### config.mk
export PLATFORM = sky130hd
export DESIGN_NAME = cyber_player_flat
export DESIGN_NICKNAME = d
export VERILOG_FILES = /design/src/rtl/cyber_pkg.sv /design/src/rtl/cyber_player_if.sv /design/src/rtl/cyber_lfsr.sv /design/src/rtl/cyber_player.sv /design/src/flat_wrapper.sv
export SDC_FILE = /design/constraint.sdc
export NUM_CORES = 1
export LEC_CHECK = 0
export ABC_AREA = 1
export CORE_ASPECT_RATIO = 1.4
export CORE_MARGIN = 10
export CORE_UTILIZATION = 45
export DETAILED_ROUTE_END_ITERATION = 10
export PLACE_DENSITY = 0.73
export SYNTH_ARGS = -nofsm -noshare
export SYNTH_HDL_FRONTEND = slang
export SYNTH_SLANG_ARGS = --single-unit
### constraint.sdc
create_clock -name clk -period 1.5 [get_ports clk]
set_clock_uncertainty 0.15 [all_clocks]
set_input_delay 0.15 -clock clk [delete_from_list [all_inputs] [get_ports clk]]
set_output_delay 0.15 -clock clk [all_outputs]
set_load 0.005 [all_outputs]
### src/rtl/cyber_pkg.sv
// Shared types and constants for the cyber_player computer opponent.
// The state enum, the LFSR seed and the feedback tap positions all live here.
package cyber_pkg;

   typedef enum logic [1:0] {
      IDLE,
      ARMED,
      FIRE,
      HOLD
   } cyber_state_e;

   localparam logic [9:0]  LFSR_SEED   = 10'h001;
   localparam int unsigned LFSR_TAP_HI = 9;
   localparam int unsigned LFSR_TAP_LO = 6;

endpackage

### src/rtl/cyber_player_if.sv
// Game-side bundle for cyber_player.
// The game (master) drives enable and speed; the player (slave) drives press and lfsr_q.
interface cyber_player_if #(
   parameter int unsigned LFSR_W  = 10,
   parameter int unsigned SPEED_W = 9
);

   logic               enable;
   logic [SPEED_W-1:0] speed;
   logic               press;
   logic [LFSR_W-1:0]  lfsr_q;

   modport master (output enable, output speed, input press, input lfsr_q);
   modport slave  (input enable, input speed, output press, output lfsr_q);

endinterface

### src/rtl/cyber_lfsr.sv
// Fibonacci XOR LFSR that advances only when step is high.
// The state reloads the seed on reset; an all-zero state is never reached.
module cyber_lfsr
   import cyber_pkg::*;
#(
   parameter int unsigned LFSR_W = 10
) (
   input  logic              clk,
   input  logic              reset,
   input  logic              step,
   output logic [LFSR_W-1:0] q
);

   always_ff @(posedge clk or negedge reset) begin
      if (!reset) begin
         q <= LFSR_W'(LFSR_SEED);
      end else if (step) begin
         q <= {q[LFSR_W-2:0], q[LFSR_TAP_HI] ^ q[LFSR_TAP_LO]};
      end
   end

endmodule

### src/rtl/cyber_player.sv
// Computer opponent for tug-of-war: emits one-cycle press pulses paced by a prescaler and an LFSR draw.
// Define CYBER_PLAYER_HOLDOFF_EN to suppress firing for HOLDOFF_TICKS ticks after every press.
module cyber_player
   import cyber_pkg::*;
#(
   parameter int unsigned LFSR_W        = 10,
   parameter int unsigned SPEED_W       = 9,
   parameter int unsigned TICK_DIV      = 4,
   parameter int unsigned HOLDOFF_TICKS = 2
) (
   input  logic           clk,
   input  logic           reset,
   cyber_player_if.slave  bus
);

   localparam int unsigned CNT_W = $clog2(TICK_DIV);

`ifdef CYBER_PLAYER_HOLDOFF_EN
   localparam bit          HOLD_EN = (HOLDOFF_TICKS > 0);
   localparam int unsigned HOLD_W  = (HOLDOFF_TICKS > 1) ? $clog2(HOLDOFF_TICKS + 1) : 1;
`else
   // Hold-off compiled out; the parameter stays so existing overrides still elaborate.
   localparam bit          HOLD_EN = (HOLDOFF_TICKS > 0) && 1'b0;
`endif

   logic [SPEED_W-1:0] speed_m;
   logic [SPEED_W-1:0] speed_s;
   logic [LFSR_W-1:0]  threshold;
   logic [LFSR_W-1:0]  lfsr_q;
   logic [CNT_W-1:0]   cnt;
   logic               tick;
   logic               hit;
   logic               press_q;
   cyber_state_e       state_q;
   cyber_state_e       state_d;

   always_ff @(posedge clk or negedge reset) begin
      if (!reset) begin
         speed_m <= '0;
         speed_s <= '0;
      end else begin
         speed_m <= bus.speed;
         speed_s <= speed_m;
      end
   end

   assign threshold = LFSR_W'(speed_s) << (LFSR_W - SPEED_W);

   always_ff @(posedge clk or negedge reset) begin
      if (!reset) begin
         cnt <= '0;
      end else if (!bus.enable || tick) begin
         cnt <= '0;
      end else begin
         cnt <= cnt + CNT_W'(1);
      end
   end

   assign tick = bus.enable && (cnt == CNT_W'(TICK_DIV - 1));
   assign hit  = tick && (lfsr_q < threshold);

   cyber_lfsr #(
      .LFSR_W (LFSR_W)
   ) u_lfsr (
      .clk   (clk),
      .reset (reset),
      .step  (tick),
      .q     (lfsr_q)
   );

`ifdef CYBER_PLAYER_HOLDOFF_EN
   logic [HOLD_W-1:0] hold_cnt;

   always_ff @(posedge clk or negedge reset) begin
      if (!reset) begin
         hold_cnt <= '0;
      end else if (state_q == FIRE) begin
         hold_cnt <= HOLD_W'(HOLDOFF_TICKS);
      end else if (state_q == HOLD && tick) begin
         hold_cnt <= hold_cnt - HOLD_W'(1);
      end
   end
`endif

   always_comb begin
      state_d = state_q;
      unique case (state_q)
         IDLE:  state_d = ARMED;
         ARMED: if (hit) state_d = FIRE;
         FIRE:  state_d = HOLD_EN ? HOLD : ARMED;
         HOLD: begin
`ifdef CYBER_PLAYER_HOLDOFF_EN
            if (tick && hold_cnt == HOLD_W'(1)) state_d = ARMED;
`else
            state_d = ARMED;
`endif
         end
         default: state_d = IDLE;
      endcase
      if (!bus.enable) state_d = IDLE;
   end

   // press is registered from the next state so it is high exactly while state_q is FIRE.
   always_ff @(posedge clk or negedge reset) begin
      if (!reset) begin
         state_q <= IDLE;
         press_q <= 1'b0;
      end else begin
         state_q <= state_d;
         press_q <= (state_d == FIRE);
      end
   end

   assign bus.press  = press_q;
   assign bus.lfsr_q = lfsr_q;

endmodule

### src/flat_wrapper.sv
// flat-port wrapper written by rule: the top's interface ports become plain ports
module cyber_player_flat import cyber_pkg::*;
#(
   parameter int unsigned LFSR_W        = 10,
   parameter int unsigned SPEED_W       = 9,
   parameter int unsigned TICK_DIV      = 4,
   parameter int unsigned HOLDOFF_TICKS = 2
)
  (clk, reset, bus_enable, bus_speed, bus_press, bus_lfsr_q);
  cyber_player_if #(.LFSR_W(LFSR_W), .SPEED_W(SPEED_W)) bus_i ();
  input  logic clk;
  input  logic reset;
  input wire logic [$bits(bus_i.enable)-1:0] bus_enable;
  input wire logic [$bits(bus_i.speed)-1:0] bus_speed;
  output wire logic [$bits(bus_i.press)-1:0] bus_press;
  output wire logic [$bits(bus_i.lfsr_q)-1:0] bus_lfsr_q;
  assign bus_i.enable = bus_enable;
  assign bus_i.speed = bus_speed;
  assign bus_press = bus_i.press;
  assign bus_lfsr_q = bus_i.lfsr_q;
  cyber_player #(.LFSR_W(LFSR_W), .SPEED_W(SPEED_W), .TICK_DIV(TICK_DIV), .HOLDOFF_TICKS(HOLDOFF_TICKS)) u_core (.clk(clk), .reset(reset), .bus(bus_i));
endmodule
Word-level counts from Yosys, hierarchy flattened
Index checks and enable logic that the tools add are counted.
Widths: inputs -> output; s select.
{"block": "totals", "input_bits": 12, "word_cells": 24, "regBits": 33, "out_inout_bits": 11}
{"block": "classes", "mux": 4, "n_reduce_logical": 6, "bitwise_logic": 1, "n_eq_ne": 5, "n_addsub": 1, "order_cmp": 1}
{"operator": "$lt 10x10->1", "n": 1}
{"operator": "$eq 2x2->1 const B", "n": 4}
{"operator": "$mux 2", "n": 3}
{"operator": "$pmux 2 s2", "n": 1}
{"operator": "$reduce_or 3->1", "n": 1}
{"operator": "$add 2x1->2 const B", "n": 1}
{"operator": "$eq 2x1->1 const B", "n": 1}
{"operator": "$logic_and 1x1->1", "n": 2}
{"operator": "$logic_not 2->1", "n": 1}
{"operator": "$logic_not 1->1", "n": 1}
{"operator": "$logic_or 1x1->1", "n": 1}
{"operator": "$xor 1x1->1", "n": 1}

Depth between registers and ports, before layout
Gate-level depths: netlist of the first run.
{"block": "logic_depth", "depth_word": 7, "depth_mapped": 10, "ltp_nobuf": 10}

Modules after synthesis
Synthesis of the first run repeated with hierarchy kept, for this count alone.
{"block": "unflattened", "hier_cells": 118, "area_unflattened_um2": 1290.0}
{"module": "cyber_player", "cells_each": 77, "area_per_inst_um2": 903.4, "instances": 1}
{"module": "cyber_lfsr", "cells_each": 41, "area_per_inst_um2": 386.6, "instances": 1}

Least setup slack after synthesis of the first run
Ideal clock, no wire load.
{"block": "synth_timing", "kind": "reg2reg", "from": "register u_core.u_lfsr.q[9]", "to": "register u_core.state_q[0]", "stages_incl_launch_ff": 8, "required_time_ps": 1230, "setup_ps": 120, "period_less_slack_ps": 1511, "arrival_ps": 1241, "slack_ps": -11, "n_path_buf": 0, "path_cell_list": "dfrtp_1 > ha_1 > nand2_2 > inv_1 > a21oi_2 > nand4_2 > nand2_1 > a21oi_2"}
{"block": "synth_between", "elab_chain_cells": 5}
{"element": "start, declared", "line": "cyber_lfsr.sv:11", "text": "output logic [LFSR_W-1:0] q"}
{"element": "start signal, assigned", "line": "cyber_lfsr.sv:16", "text": "q <= LFSR_W'(LFSR_SEED);"}
{"element": "start signal, assigned", "line": "cyber_lfsr.sv:18", "text": "q <= {q[LFSR_W-2:0], q[LFSR_TAP_HI] ^ q[LFSR_TAP_LO]};"}
{"element": "$lt 10x10->1", "line": "cyber_player.sv:60", "text": "assign hit = tick && (lfsr_q < threshold);"}
{"element": "$logic_and 1x1->1", "line": "cyber_player.sv:60"}
{"element": "$mux 2", "line": "cyber_player.sv:89", "text": "ARMED: if (hit) state_d = FIRE;"}
{"element": "$pmux 2 s2", "line": "cyber_player.sv:87", "text": "unique case (state_q)"}
{"element": "$mux 2", "line": "cyber_player.sv:100", "text": "if (!bus.enable) state_d = IDLE;"}
{"element": "named net u_core.state_d[0]", "line": "cyber_player.sv:35", "text": "cyber_state_e state_d;"}
{"element": "end signal, assigned", "line": "cyber_player.sv:109", "text": "state_q <= state_d;"}
{"element": "end, declared", "line": "cyber_player.sv:34", "text": "cyber_state_e state_q;"}
The timed path passes the listed nets, and every way through them passes these cells.
A chain may end at the register's enable or synchronous reset.

Worst setup path after layout of the first run
Same ends and word-level chain as after synthesis.

==> impl_metrics.csv, run 1 <==
group,metric,value,unit
clock_network,numCtsBuffers,5,
final_layout,seq_area,827,um^2
drt,routed_wl,2370,um
sta,finalWorstSetupSlack,-0.0108,ns
critical_path,crit_slowest_cell,"dfrtp_1",
final_layout,layout-area-overhead-vs-synth,39.3,%
yosys,ys_warn_count,0,
sta,slew_headroom,88.6,%
yosys,yosysSeqAreaShare,64.9,%
global_route,grt-ovfl-total,0,
yosys,syn_nets,137,
flow_run,maxCapViolCount,0,
floorplanning,core_area,2670,um^2
sta,finalMaxSlewViolations,0,
critical_path,worst_ep_arrival_time,1.62,ns
pwr,powerDensity,1120,nW/um^2
clock_network,clkSlewWorstSetupHoldPaths,0.09,ns
clock_network,clockBufferDepth,2,
critical_path,crit_fanout,3,
clock_network,root_buffer,"clkbuf_4",
critical_path,cp.required,1.61,ns
critical_path,cp_common_cell,"nand2_2",
final_layout,multiInputGateArea,450,um^2
clock_network,htree_levels,2,
global_route,grt_pass1_wl,4170,um
drt,viasPerCell,4.50,
final_layout,n_fill_cell,220,
floorplanning,io_pins,23,
global_route,first_global_vias,938,
sta,clock.fmax,662,MHz
drt,ant_nets,0,
sta,fin_crit,1.51,ns
floorplanning,die_y,83.0,um
clock_network,cts_tree,"done",
place,place.gp.congestion,0.764,
sta,tightestPinTransition,0.171,ns
sta,fin_setup_tns,-0.0108,ns
global_route,antenna_found_initial,0,
sta,final-hold-violation-count,0,
floorplanning,rows,22,
yosys,synth_cell_types,20,
clock_network,cts.sinks,33,
critical_path,path_cells,"ha_4 -> nand2_2 -> nor2_4 -> nand3_2 -> nand4_2 -> nand2_2 -> a21oi_2",
sta,final-setup-viol-count,1,
final_layout,final_area,1770,um^2
yosys,syn-cell-area,1270,um^2
critical_path,cp_top_family,"flip-flops",
critical_path,path_class,"register to register",
critical_path,critPathBufInv,0,
yosys,synth_seq_cells,33,
critical_path,critPathMaxStageDelay,0.43,ns
floorplanning,start_util,47.7,%
final_layout,nNetsFinal,178,
place,place_area,1630,um^2
final_layout,diodes,0,
critical_path,end_kind,"register",
hold_path,hold_class,"input port to async pin",
place,io_buffers,22,
global_route,track_usage,10.0,%
drt,drt_iter0_markers,19,
sta,rsz0062_at_grt,"yes",
clock_network,clock_latency,0.33,ns
run_status,status,"finished, violations left",
final_layout,layout-drive-gt1-share,25.9,%
pwr,p_total,1.98,mW
drt,drtPass1Iterations,4,
drt,num_vias,873,
drt,drcViolationCount,0,
place,place_hpwl,1810,um
sta,fin_crit_sh,101,%
pwr,peakVddDrop,0.688,mV
pwr,power_leakage,0.920,nW
yosys,synthCells,116,
floorplanning,die_w,65.0,um
drt,post_drt_wl_per_cell,12.2,um
yosys,synth.avg_cell_area,11.0,um^2
critical_path,start_kind,"register",
run_status,violations,"setup timing",
place,pre_cts_ws,-0.0415,ns
floorplanning,dieArea,5390,um^2
global_route,grt_max_degree,34,
-- path summary, 6_finish.rpt --
kind,start,end,slack [ns],depth (start not counted)
worst max-delay path,u_core.u_lfsr.q[9]$_DFFE_PN0P_,u_core.state_q[0]$_DFF_PN0_,-0.01,7
worst min-delay path,reset,u_core.speed_m[7]$_DFF_PN0_,0.02,2
worst max register to register,u_core.u_lfsr.q[9]$_DFFE_PN0P_,u_core.state_q[0]$_DFF_PN0_,-0.01,7
worst min register to register,u_core.speed_m[2]$_DFF_PN0_,u_core.speed_s[2]$_DFF_PN0_,0.21,0
max in group asynchronous,reset,u_core.u_lfsr.q[0]$_DFFE_PN1P_,0.94,2
min in group clk,bus_speed[8],u_core.speed_m[8]$_DFF_PN0_,0.09,1
-- cells in the final DEF (no fill, tap or decap), types with 5 or more instances in the layout --
cell type,n
nand2_1,35
dfrtp_1,32
inv_1,13
clkdlybuf4s50_1,11
dlygate4sd2_1,9
buf_4,8
nand2_2,5
ha_4,5
clkbuf_4,5
-- layer usage --
metal  track usage, %  part of all wire (%)  routed length [um]  vias up
li1                 -                     -                   -      436
met1             9.71                    38                 891      413
met2             16.5                    54                1290       17
met3             4.84                   5.7                 134        7
met4             6.23                   2.5                  59        0
met5                0                     0                   0        -
-- layout make-up --
class,count,share of cell area [%]
sequential,33,46.6
multi-input combinational,65,25.4
timing repair buffer,35,18.5
inverter,17,3.60
clock buffer,8,3.31
tap,36,2.54
-- cell usage after synthesis --
master   instances  area (um^2)
dfrtp_1         32          801
o21ai_1          1         5.00
buf_2            1         5.00
inv_1           16         60.1
dfstp_2          1         26.3
nor2_2           1         6.26
ha_1             9          113
nor2_4           1         11.3
nand4_2          1         12.5
nor3_1           3         15.0
nand2_2          1         6.26
xnor2_1          1         8.76
nor2_1           1         3.75
a21oi_1          1         5.00
nand3_2          1         10.0
nor3b_1          1         7.51
a21oi_2          2         17.5
inv_2            1         3.75
o21ai_0          2         10.0
nand2_1         39          146
-- where the power goes --
part / switching (mW) / internal (mW) / leakage, nW
clock: 0.269 / 0.231 / 0.0326
combinational: 0.203 / 0.252 / 0.479
sequential: 0.0541 / 0.972 / 0.408
total: 0.525 / 1.45 / 0.920
-- stage by stage --
step	util (%)	std cells	hold WS (ns)
finish	66.4	194	0.0235
global route	66.4	194	0.0168
CTS	64.3	192	0.0160
detailed placement	61.0	184	0.185
global placement	61.0	184	0.182
floorplan	-	116	-0.296
-- registers in the layout (all words and copies together), names as in the netlist --
register / count
u_core.bus.press: 1
u_core.u_lfsr.q: 10
u_core.speed_s: 9
u_core.cnt: 2
u_core.speed_m: 9
u_core.state_q: 2
-- cells by family (layout without fill, tap and decap cells) --
| kind of cell | count (synthesis) | in the layout | synth area share [%] |
|---|---|---|---|
| adders and majority gates | 9 | 9 | 8.84 |
| AOI/OAI and AO/OA | 6 | 6 | 2.95 |
| xor gates and xnor gates | 1 | 1 | 0.688 |
| buffers and inverters | 18 | 60 | 5.40 |
| DFF | 33 | 33 | 64.9 |
| and+or+nand+nor | 49 | 49 | 17.2 |
-- repair_timing --
item	CTS	global route
setup endpoints to repair	14	6
pin swaps	13	4
hold buffers	0	0
gates resized for setup	16	14
buffers inserted	2	2
Note: power is estimated with default switching activity, not from simulation.
==> run 2: changes to the inputs <==
MAX_ROUTING_LAYER = met4   (was default)
==> run 2 against run 1 <==
The run still ends with setup timing left. Fmax is essentially flat. Critical path depth is the same. Worst setup slack is essentially flat. Sequential share of layout area is the same. Register-to-register slack is essentially flat. Worst hold slack is essentially flat. Wire length shrank 0.25%. Cell count is the same. Core utilization is the same. Total power is essentially flat. Largest power group unchanged. Die area is the same. First-iteration DRC count grew 16%.
==> impl_metrics.csv, run 2 (same netlist as run 1, synthesis figures left out) <==
group,metric,value,unit
critical_path,path_class,"register to register",
final_layout,final_area,1770,um^2
drt,ant_nets,0,
place,dp_cells,184,
sta,fin_crit_sh,101,%
sta,finalWorstSetupSlack,-0.0107,ns
drt,post_drt_wl_per_cell,12.2,um
floorplanning,core_area,2670,um^2
critical_path,rr_endpoint,"u_core.state_q[0]$_DFF_PN0_",
sta,fin_crit,1.51,ns
sta,slew_headroom,88.6,%
floorplanning,die_w,65.0,um
sta,finalMaxSlewViolations,0,
clock_network,htree_levels,2,
final_layout,layout_common_cells,"35 x nand2_1, 32 x dfrtp_1, 13 x inv_1, 11 x clkdlybuf4s50_1, 9 x dlygate4sd2_1",
sta,fin_setup_tns,-0.0107,ns
final_layout,post-route-util,66.4,%
final_layout,largest_register_ffs,10,
global_route,first_global_vias,942,
global_route,track_usage,10.3,%
run_status,status,"finished, violations left",
pwr,p_sw_share,26.5,%
place,place.gp.congestion,0.774,
pwr,p_seq_share,51.8,%
run_status,violations,"setup timing",
clock_network,ctsHoldBuffers,0,
critical_path,crit_fanout,3,
final_layout,layout-area-overhead-vs-synth,39.3,%
clock_network,cts_tree,"done",
final_layout,diodes,0,
floorplanning,dieArea,5390,um^2
sta,rsz0062_at_grt,"yes",
drt,drcViolationCount,0,
final_layout,fin_cells,194,
floorplanning,start_util,47.7,%
critical_path,start_kind,"register",
pwr,p_clk_share,25.2,%
sta,fin_hold_ws,0.0232,ns
pwr,powerDensity,1120,nW/um^2
pwr,power_leakage,0.920,nW
drt,routed_wl,2370,um
critical_path,end_kind,"register",
drt,viasPerCell,4.51,
final_layout,top_regs,"u_core.u_lfsr.q x10, u_core.speed_m x9, u_core.speed_s x9",
critical_path,rrSetupSlack,-0.01,ns
drt,num_vias,875,
pwr,p_comb_share,22.9,%
clock_network,clkSlewWorstSetupHoldPaths,0.09,ns
global_route,grt_pass1_wl,4180,um
place,io_buffers,22,
sta,tightestPinTransition,0.171,ns
final_layout,nNetsFinal,178,
pwr,power.internal,1.45,mW
place,place_area,1630,um^2
clock_network,root_buffer,"clkbuf_4",
global_route,antenna_found_initial,0,
drt,drt_iter0_markers,22,
place,place_hpwl,1810,um
hold_path,hold_class,"input port to async pin",
flow_run,maxCapViolCount,0,
clock_network,clockBufferDepth,2,
final_layout,layout-drive-gt1-share,25.9,%
critical_path,worst_ep_arrival_time,1.62,ns
final_layout,layout_commonest_cell,"nand2_1",
global_route,grt_max_degree,34,
final_layout,regMostFlops,"u_core.u_lfsr.q",
critical_path,cp.required,1.61,ns
clock_network,cts.sinks,33,
floorplanning,io_pins,23,
pwr,peakVddDrop,0.688,mV
floorplanning,rows,22,
sta,final-setup-viol-count,1,
floorplanning,die_y,83.0,um
clock_network,numCtsBuffers,5,
clock_network,clock_latency,0.33,ns
critical_path,reg2reg_depth,7,
sta,final-hold-violation-count,0,
sta,clock.fmax,662,MHz
critical_path,r2r-start,"u_core.u_lfsr.q[9]$_DFFE_PN0P_",
global_route,grt-ovfl-total,0,
pwr,switching_power,0.525,mW
drt,drtPass1Iterations,4,
-- run 2: cell counts in the layout (fill, tap and decap cells not counted) --
No cell type changed its count.
-- run 2: repair_timing --
| action | 4_1_cts | 5_1_grt |
|---|---|---|
| pin swaps | 13 | 4 |
| setup buffers | 2 | 2 |
| gates resized for setup | 16 | 14 |
| endpoints found under the setup margin | 14 | 6 |
-- run 2: worst max-delay path, stage by stage (launching register included) --
cell and delay (ns):
dfrtp_1 0.43, ha_4 0.29, nand2_2 0.08, nor2_4 0.09, nand3_2 0.08, nand4_2 0.12, nand2_2 0.06, a21oi_2 0.14
-- run 2: final cells by class --
| class | instances | area [um^2] |
|---|---|---|
| flip-flops and latches | 33 | 827 |
| well taps | 36 | 45.0 |
| multi-input cells | 65 | 450 |
| fillers | 220 | 896 |
| inverters | 17 | 63.8 |
| clock buffers | 8 | 58.8 |
| repair buffers | 35 | 329 |
-- run 2: how the worst max path moves through the flow --
stage                     slack, ns                      startpoint                          end  cells past startpoint
after floorplan               0.008  u_core.u_lfsr.q[9]$_DFFE_PN0P_  u_core.state_q[0]$_DFF_PN0_                      7
after global placement        0.008     u_core.speed_s[8]$_DFF_PN0_  u_core.state_q[0]$_DFF_PN0_                      8
after detailed placement      -0.04     u_core.speed_s[8]$_DFF_PN0_   u_core.bus.press$_DFF_PN0_                      7
after CTS                     -0.03  u_core.u_lfsr.q[4]$_DFFE_PN0P_  u_core.state_q[0]$_DFF_PN0_                      9
after global routing          -0.11  u_core.u_lfsr.q[3]$_DFFE_PN0P_   u_core.bus.press$_DFF_PN0_                      8
final                         -0.01  u_core.u_lfsr.q[9]$_DFFE_PN0P_  u_core.state_q[0]$_DFF_PN0_                      7
-- run 2: metrics by stage --
step	power [mW]	worst slack (ns)
final	1.98	-0.0107
after CTS	1.96	-0.0293
after floorplan	1.19	0.00823
after detailed placement	1.46	-0.0415
after global placement	1.43	0.00759
after global routing	2.11	-0.105
-- run 2: metal layers --
layer | global-route usage [%] | vias up | routed length (um)
met2 | 16.5 | 17 | 1290
met3 | 4.44 | 8 | 111
met1 | 9.95 | 414 | 907
met4 | 6.23 | 0 | 60
met5 | - | - | 0
li1 | - | 436 | -
-- run 2: power by group through the flow --
stage | clock, mW | combinational (mW) | sequential (mW)
floorplan | 0 | 0.148 | 1.04
global route | 0.560 | 0.515 | 1.04
global placement | 0 | 0.408 | 1.02
CTS | 0.518 | 0.425 | 1.02
detailed placement | 0 | 0.432 | 1.03
finish | 0.500 | 0.454 | 1.03
